[src/rtl/uart_pkg.sv]
// Shared UART definitions: register map, UART-side write/read polarity and
// the arbiter state encoding.
package uart_pkg;

  typedef enum logic [1:0] {
    UART_ADDR_TX  = 2'b00,
    UART_ADDR_RX  = 2'b01,
    UART_ADDR_DIV = 2'b10
  } uart_addr_t;

  // The UART uses the opposite write polarity from the requesters.
  localparam logic UART_WE_WRITE = 1'b0;
  localparam logic UART_WE_READ  = 1'b1;

  typedef enum logic [2:0] {
    ST_IDLE,
    ST_STROBE,
    ST_RELEASE,
    ST_DONE,
    ST_GAP
  } arb_state_t;

endpackage

[src/rtl/uart_wb_arbiter_if.sv]
// Bus bundle between the two requesters, the arbiter and the UART register port.
// The arbiter uses the slave view; the surrounding system uses the master view.
interface uart_wb_arbiter_if;

  logic       m0_stb, m1_stb;
  logic       m0_we, m1_we;
  logic [1:0] m0_addr, m1_addr;
  logic [7:0] m0_wdata, m1_wdata;
  logic       m0_ack, m1_ack;
  logic       m0_err, m1_err;
  logic [7:0] m0_rdata, m1_rdata;

  logic       u_stb;
  logic       u_clk;
  logic       u_we;
  logic [1:0] u_addr;
  logic [7:0] u_data_in;
  logic [7:0] u_data_out;
  logic       u_ack;

  logic       grant;
  logic       busy;

  modport slave (
    input  m0_stb, m1_stb, m0_we, m1_we, m0_addr, m1_addr, m0_wdata, m1_wdata,
    output m0_ack, m1_ack, m0_err, m1_err, m0_rdata, m1_rdata,
    output u_stb, u_clk, u_we, u_addr, u_data_in,
    input  u_data_out, u_ack,
    output grant, busy
  );

  modport master (
    output m0_stb, m1_stb, m0_we, m1_we, m0_addr, m1_addr, m0_wdata, m1_wdata,
    input  m0_ack, m1_ack, m0_err, m1_err, m0_rdata, m1_rdata,
    input  u_stb, u_clk, u_we, u_addr, u_data_in,
    output u_data_out, u_ack,
    input  grant, busy
  );

endinterface

[src/rtl/rr_arbiter2.sv]
// Combinational two-way round-robin pick: a lone request wins, a tie goes to
// the master that was not granted last.
module rr_arbiter2 (
  input  logic req0,
  input  logic req1,
  input  logic last_grant,
  output logic valid,
  output logic gnt
);

  always_comb begin
    valid = req0 | req1;
    if (req0 && req1) begin
      gnt = ~last_grant;
    end else begin
      gnt = req1;
    end
  end

endmodule

[src/rtl/uart_wb_arbiter.sv]
// Two-master arbiter and handshake sequencer for the UART register port, with
// a per-wait-state timeout that turns a hung transfer into an error completion.
module uart_wb_arbiter #(
  parameter int unsigned TIMEOUT_CYCLES = 255
) (
  input logic              clk,
  input logic              reset,
  uart_wb_arbiter_if.slave bus
);

  import uart_pkg::*;

  localparam logic [7:0] TMO_LAST = 8'(TIMEOUT_CYCLES - 1);

  arb_state_t state, next_state;
  logic       err_flag, next_err;
  logic [7:0] tmo_cnt;
  logic       tmo_hit;
  logic       last_grant;
  logic       arb_valid, arb_gnt;
  logic       grant_taken, done_entry;
  logic       sel_we;
  logic [1:0] sel_addr;
  logic [7:0] sel_wdata;

  rr_arbiter2 u_rr (
    .req0       (bus.m0_stb),
    .req1       (bus.m1_stb),
    .last_grant (last_grant),
    .valid      (arb_valid),
    .gnt        (arb_gnt)
  );

  assign tmo_hit     = (tmo_cnt == TMO_LAST);
  assign grant_taken = (state == ST_IDLE) && (next_state == ST_STROBE);
  assign done_entry  = (state == ST_RELEASE) && (next_state == ST_DONE);
  assign sel_we      = arb_gnt ? bus.m1_we    : bus.m0_we;
  assign sel_addr    = arb_gnt ? bus.m1_addr  : bus.m0_addr;
  assign sel_wdata   = arb_gnt ? bus.m1_wdata : bus.m0_wdata;

  always_ff @(posedge clk) begin
    if (reset) begin
      state    <= ST_IDLE;
      err_flag <= 1'b0;
    end else begin
      state    <= next_state;
      err_flag <= next_err;
    end
  end

  // A new grant is held off while the UART still shows an ack from a transfer
  // that ended by timeout, so strobe never rises onto a stale ack.
  always_comb begin
    next_state = state;
    next_err   = err_flag;
    unique case (state)
      ST_IDLE: begin
        if (arb_valid && !bus.u_ack) begin
          next_state = ST_STROBE;
          next_err   = 1'b0;
        end
      end
      ST_STROBE: begin
        if (bus.u_ack) begin
          next_state = ST_RELEASE;
        end else if (tmo_hit) begin
          next_state = ST_RELEASE;
          next_err   = 1'b1;
        end
      end
      ST_RELEASE: begin
        if (!bus.u_ack) begin
          next_state = ST_DONE;
        end else if (tmo_hit) begin
          next_state = ST_DONE;
          next_err   = 1'b1;
        end
      end
      ST_DONE: next_state = ST_GAP;
      ST_GAP:  next_state = ST_IDLE;
      default: next_state = ST_IDLE;
    endcase
  end

  always_ff @(posedge clk) begin
    if (reset || (next_state != state)) begin
      tmo_cnt <= 8'd0;
    end else if ((state == ST_STROBE) || (state == ST_RELEASE)) begin
      tmo_cnt <= tmo_cnt + 8'd1;
    end
  end

  // The UART address/data/polarity registers double as the request latch.
  always_ff @(posedge clk) begin
    if (reset) begin
      bus.u_stb     <= 1'b0;
      bus.u_clk     <= 1'b0;
      bus.u_we      <= 1'b0;
      bus.u_addr    <= 2'b00;
      bus.u_data_in <= 8'h00;
      bus.busy      <= 1'b0;
      bus.grant     <= 1'b0;
      last_grant    <= 1'b1;
      bus.m0_ack    <= 1'b0;
      bus.m1_ack    <= 1'b0;
      bus.m0_err    <= 1'b0;
      bus.m1_err    <= 1'b0;
      bus.m0_rdata  <= 8'h00;
      bus.m1_rdata  <= 8'h00;
    end else begin
      bus.u_stb  <= (next_state == ST_STROBE);
      bus.u_clk  <= (next_state == ST_STROBE);
      bus.busy   <= (next_state != ST_IDLE);
      bus.m0_ack <= done_entry && !bus.grant;
      bus.m1_ack <= done_entry && bus.grant;
      bus.m0_err <= done_entry && !bus.grant && next_err;
      bus.m1_err <= done_entry && bus.grant && next_err;
      if (grant_taken) begin
        bus.grant     <= arb_gnt;
        last_grant    <= arb_gnt;
        bus.u_we      <= sel_we ? UART_WE_WRITE : UART_WE_READ;
        bus.u_addr    <= sel_addr;
        bus.u_data_in <= sel_wdata;
      end
      if (done_entry) begin
        if (next_err) begin
          if (bus.grant) bus.m1_rdata <= 8'h00;
          else           bus.m0_rdata <= 8'h00;
        end else if (bus.u_we == UART_WE_READ) begin
          if (bus.grant) bus.m1_rdata <= bus.u_data_out;
          else           bus.m0_rdata <= bus.u_data_out;
        end
      end
    end
  end

endmodule

[src/flat_wrapper.sv]
// flat-port wrapper written by rule: the top's interface ports become plain ports
module uart_wb_arbiter_flat import uart_pkg::*;
#(
  parameter int unsigned TIMEOUT_CYCLES = 255
)
  (clk, reset, bus_m0_stb, bus_m1_stb, bus_m0_we, bus_m1_we, bus_m0_addr, bus_m1_addr, bus_m0_wdata, bus_m1_wdata, bus_m0_ack, bus_m1_ack, bus_m0_err, bus_m1_err, bus_m0_rdata, bus_m1_rdata, bus_u_stb, bus_u_clk, bus_u_we, bus_u_addr, bus_u_data_in, bus_u_data_out, bus_u_ack, bus_grant, bus_busy);
  uart_wb_arbiter_if bus_i ();
  input logic clk;
  input logic reset;
  input wire logic [$bits(bus_i.m0_stb)-1:0] bus_m0_stb;
  input wire logic [$bits(bus_i.m1_stb)-1:0] bus_m1_stb;
  input wire logic [$bits(bus_i.m0_we)-1:0] bus_m0_we;
  input wire logic [$bits(bus_i.m1_we)-1:0] bus_m1_we;
  input wire logic [$bits(bus_i.m0_addr)-1:0] bus_m0_addr;
  input wire logic [$bits(bus_i.m1_addr)-1:0] bus_m1_addr;
  input wire logic [$bits(bus_i.m0_wdata)-1:0] bus_m0_wdata;
  input wire logic [$bits(bus_i.m1_wdata)-1:0] bus_m1_wdata;
  output wire logic [$bits(bus_i.m0_ack)-1:0] bus_m0_ack;
  output wire logic [$bits(bus_i.m1_ack)-1:0] bus_m1_ack;
  output wire logic [$bits(bus_i.m0_err)-1:0] bus_m0_err;
  output wire logic [$bits(bus_i.m1_err)-1:0] bus_m1_err;
  output wire logic [$bits(bus_i.m0_rdata)-1:0] bus_m0_rdata;
  output wire logic [$bits(bus_i.m1_rdata)-1:0] bus_m1_rdata;
  output wire logic [$bits(bus_i.u_stb)-1:0] bus_u_stb;
  output wire logic [$bits(bus_i.u_clk)-1:0] bus_u_clk;
  output wire logic [$bits(bus_i.u_we)-1:0] bus_u_we;
  output wire logic [$bits(bus_i.u_addr)-1:0] bus_u_addr;
  output wire logic [$bits(bus_i.u_data_in)-1:0] bus_u_data_in;
  input wire logic [$bits(bus_i.u_data_out)-1:0] bus_u_data_out;
  input wire logic [$bits(bus_i.u_ack)-1:0] bus_u_ack;
  output wire logic [$bits(bus_i.grant)-1:0] bus_grant;
  output wire logic [$bits(bus_i.busy)-1:0] bus_busy;
  assign bus_i.m0_stb = bus_m0_stb;
  assign bus_i.m1_stb = bus_m1_stb;
  assign bus_i.m0_we = bus_m0_we;
  assign bus_i.m1_we = bus_m1_we;
  assign bus_i.m0_addr = bus_m0_addr;
  assign bus_i.m1_addr = bus_m1_addr;
  assign bus_i.m0_wdata = bus_m0_wdata;
  assign bus_i.m1_wdata = bus_m1_wdata;
  assign bus_m0_ack = bus_i.m0_ack;
  assign bus_m1_ack = bus_i.m1_ack;
  assign bus_m0_err = bus_i.m0_err;
  assign bus_m1_err = bus_i.m1_err;
  assign bus_m0_rdata = bus_i.m0_rdata;
  assign bus_m1_rdata = bus_i.m1_rdata;
  assign bus_u_stb = bus_i.u_stb;
  assign bus_u_clk = bus_i.u_clk;
  assign bus_u_we = bus_i.u_we;
  assign bus_u_addr = bus_i.u_addr;
  assign bus_u_data_in = bus_i.u_data_in;
  assign bus_i.u_data_out = bus_u_data_out;
  assign bus_i.u_ack = bus_u_ack;
  assign bus_grant = bus_i.grant;
  assign bus_busy = bus_i.busy;
  uart_wb_arbiter #(.TIMEOUT_CYCLES(TIMEOUT_CYCLES)) u_core (.clk(clk), .reset(reset), .bus(bus_i));
endmodule
[config.mk]
export PLATFORM = sky130hd
export DESIGN_NAME = uart_wb_arbiter_flat
export DESIGN_NICKNAME = d
export VERILOG_FILES = /design/src/rtl/uart_pkg.sv /design/src/rtl/uart_wb_arbiter_if.sv /design/src/rtl/rr_arbiter2.sv /design/src/rtl/uart_wb_arbiter.sv /design/src/flat_wrapper.sv
export SDC_FILE = /design/constraint.sdc
export NUM_CORES = 1
export LEC_CHECK = 0
export ABC_AREA = 1
export CORE_MARGIN = 4
export CORE_UTILIZATION = 40
export CTS_BUF_LIST = sky130_fd_sc_hd__clkbuf_4 sky130_fd_sc_hd__clkbuf_8
export DETAILED_ROUTE_END_ITERATION = 6
export GPL_ROUTABILITY_DRIVEN = 1
export PLACE_DENSITY = 0.71
export SLEW_MARGIN = 20
export SYNTH_ARGS = -nofsm -noshare
export SYNTH_HDL_FRONTEND = slang
export SYNTH_SLANG_ARGS = --single-unit
[constraint.sdc]
create_clock -name clk -period 2.2 [get_ports clk]
set_input_delay 0.33 -clock clk [delete_from_list [all_inputs] [get_ports clk]]
set_output_delay 0.33 -clock clk [all_outputs]
set_load 0.01 [all_outputs]
==> impl_metrics.csv <==
group,metric,value,unit
critical_path,start_kind,"flop",
worst_hold_path,min-delay-start,"u_core.last_grant$_SDFFE_PP1P_",
yosys,avgSynthCellArea,7.83,sq um
yosys,netlist_area,2180,sq um
place,portBuffers,69,
floorplan,chipHeight,81.9,um
detailed_routing,wirelength,4840,um
floorplan,core_area,5200,sq um
sta,slew_viol_final,0,
sta,clock_skew,3.40,ps
sta,fmax,564,MHz
yosys,synthDistinctLibCells,35,
yosys,ys_warn_count,0,
detailed_routing,vias,1920,
yosys,synth-edff-count,0,
global_route,antenna_found_initial,0,
layout,drive_above_1_share,11.6,%
place,dpl.hpwl,3660,um
layout,antenna_cells,0,
global_route,grt_pass1_wl,7940,um
yosys,yosysSeqAreaShare,43.1,%
detailed_routing,via_per_inst,4.62,
critical_path,crit_slowest_cell,"clkdlybuf4s50_1",
critical_path,max_stage_delay,610,ps
yosys,ys_async_sr_fraction,0,%
pwr,powerDensity,591,nW/um^2
status,status,"finished clean",
yosys,synth_seq_cells,47,
floorplan,die_x,81.9,um
cts,hold_buffers,0,
layout,final_nets,382,
global_route,grt_pass1_vias,1797,
sta,finalCritPeriodShare,80.6,%
layout,area_growth,36.3,%
critical_path,crit_family,"buffers and inverters",
detailed_routing,post_drt_wl_per_cell,11.6,um
cts,cts_tree,"done",
global_route,grt_max_degree,33,
global_route,globalRouteTotalUtil,15.2,%
floorplan,start_util,41.9,%
layout,stdcell_count,416,
critical_path,worstSetupEndpointType,"output pin",
yosys,synth_ff_type,"dfxtp_1",
sta,rsz0062_at_grt,"false",
cts,htree_levels,2,
critical_path,path_class,"reg2out",
sta,hold_violations,0,
cts,cts_buffers,5,
floorplan,pin_count,70,
floorplan,num_rows,26,
cts,postCtsSetupBuffers,0,
yosys,syn-instance-count,279,
pwr,max-vdd-ir-drop,0.000387,V
sta,relSlewSlack,75.4,%
detailed_routing,drc,0,
critical_path,critPathMaxFanout,6,
critical_path,critical_path_buf_inv_count,1,
sta,period_minus_slack,1770,ps
critical_path,cp.required,1870,ps
critical_path,r2r_start,"u_core.tmo_cnt[0]$_SDFFE_PP0P_",
global_route,overflow,0,
pwr,p_leak,1.20,nW
sta,tns,0,ps
cts,cts.reportedPaths.clkPinSlew,80,ps
detailed_routing,drt_iter0_drc,77,
place,globalplace.congestion,0.818,
place,place_inst,408,
cts,cts_root_buffer,"clkbuf_8",
detailed_routing,drtAntennaViolNets,0,
cts,cts.sinks,47,
layout,seq_area,941,sq um
sta,worst_pin_slew,368,ps
layout,fill_cells,514,
sta,setup_viol,0,
run,drv_cap,0,
cts,clockBufferDepth,2,
detailed_routing,drtPass1Iterations,4,
critical_path,critPathLaunch,"u_core.bus.grant$_SDFFE_PP0P_",
critical_path,crit_chain,"clkdlybuf4s50_1",
yosys,syn_nets,316,
cts,clock_latency,290,ps
worst_hold_path,worst_hold_path_type,"reg2reg",
floorplan,die-area,6700,sq um
layout,multi_input_area,1030,sq um
sta,hold_ws,480,ps
cts,cts_resized,0,
critical_path,worst_ep_arrival_time,1440,ps
==> cells by family (layout without fill, tap and decap cells) <==
logic type | Yosys count | count (layout) | synth area share [%]
compound gates | 44 | 44 | 11.9
xor+xnor | 6 | 6 | 2.41
fa+ha+maj | 2 | 2 | 1.15
buf+inv | 40 | 107 | 9.57
flops | 47 | 47 | 43.1
mux | 1 | 1 | 0.458
simple gates | 139 | 139 | 31.4
==> final timing paths <==
path	slack (ps)	cells past startpoint	to
max reg2reg	450	11	u_core.tmo_cnt[2]$_SDFFE_PP0P_
min reg2reg	480	2	u_core.last_grant$_SDFFE_PP1P_
min	480	2	u_core.last_grant$_SDFFE_PP1P_
max	430	1	bus_grant
==> through the flow <==
| step | cell area (sq um) | setup slack, ps | total power, W | utilization [%] |
|---|---|---|---|---|
| global route | 2980 | 272 | 0.00185 | 57.2 |
| detailed placement | 2890 | 230 | 0.00127 | 55.5 |
| CTS | 2980 | 413 | 0.00178 | 57.2 |
| finish | 2980 | 426 | 0.00176 | 57.2 |
| global placement | 2890 | 268 | 0.00126 | 55.5 |
| floorplan | 2180 | 677 | 0.00112 | - |
==> layer usage <==
metal	track usage [%]	share of wire, %	up-vias
met5	0	0	-
met2	23.6	45	52
met4	5.81	1.2	0
met3	6.14	8.4	6
met1	18.9	45	829
li1	-	-	1033
==> placed cells by master (no fill, tap or decap), drive strengths merged, types with 6 or more instances in the layout <==
cell type / Yosys / routed
a31oi: 10 / 10
nand3: 24 / 24
inv: 25 / 25
dfxtp: 47 / 47
clkbuf: 6 / 6
o21ai: 13 / 13
nor2: 40 / 40
nand2: 67 / 67
a21oi: 19 / 19
clkdlybuf4s50: 0 / 69
==> power by group <==
part	switching [W]	leakage (nW)	internal (W)
Clock	0.000280	0.0446	0.000235
Sequential	0.0000256	0.382	0.000887
Combinational	0.000167	0.777	0.000165
==> state kept, by name, summed over array words and instances (netlist names), 2 cells and up <==
signal	flops
u_core.bus.m0_rdata	8
u_core.bus.m1_rdata	8
u_core.bus.u_addr	2
u_core.bus.u_data_in	8
u_core.state	3
u_core.tmo_cnt	8
==> Yosys cell counts (2+ instances only) <==
cell,count,share of area [%]
clkbuf_1,5,0.86
nand2_1,55,9.5
a31oi_1,10,2.9
nor3_2,2,0.92
nor2_1,35,6.0
ha_1,2,1.1
buf_2,2,0.46
inv_1,23,4.0
a21oi_1,17,3.9
xor2_1,2,0.80
a21oi_2,2,0.80
xnor2_1,4,1.6
nand2_2,10,2.9
o21ai_0,12,2.8
dfxtp_1,47,43
nor3_1,3,0.69
nand2_4,2,1.0
nand3_1,23,5.3
nor2_8,3,2.8
buf_6,5,2.6
==> cell type report <==
cell class,count,area share (%)
Clock inverter,2,0.421
Inverter,25,3.24
Multi-Input combinational cell,192,34.7
Sequential cell,47,31.6
Tap cell,70,2.94
Timing Repair Buffer,74,24.5
Clock buffer,6,2.57
Note: power is estimated with default switching activity, not from simulation.
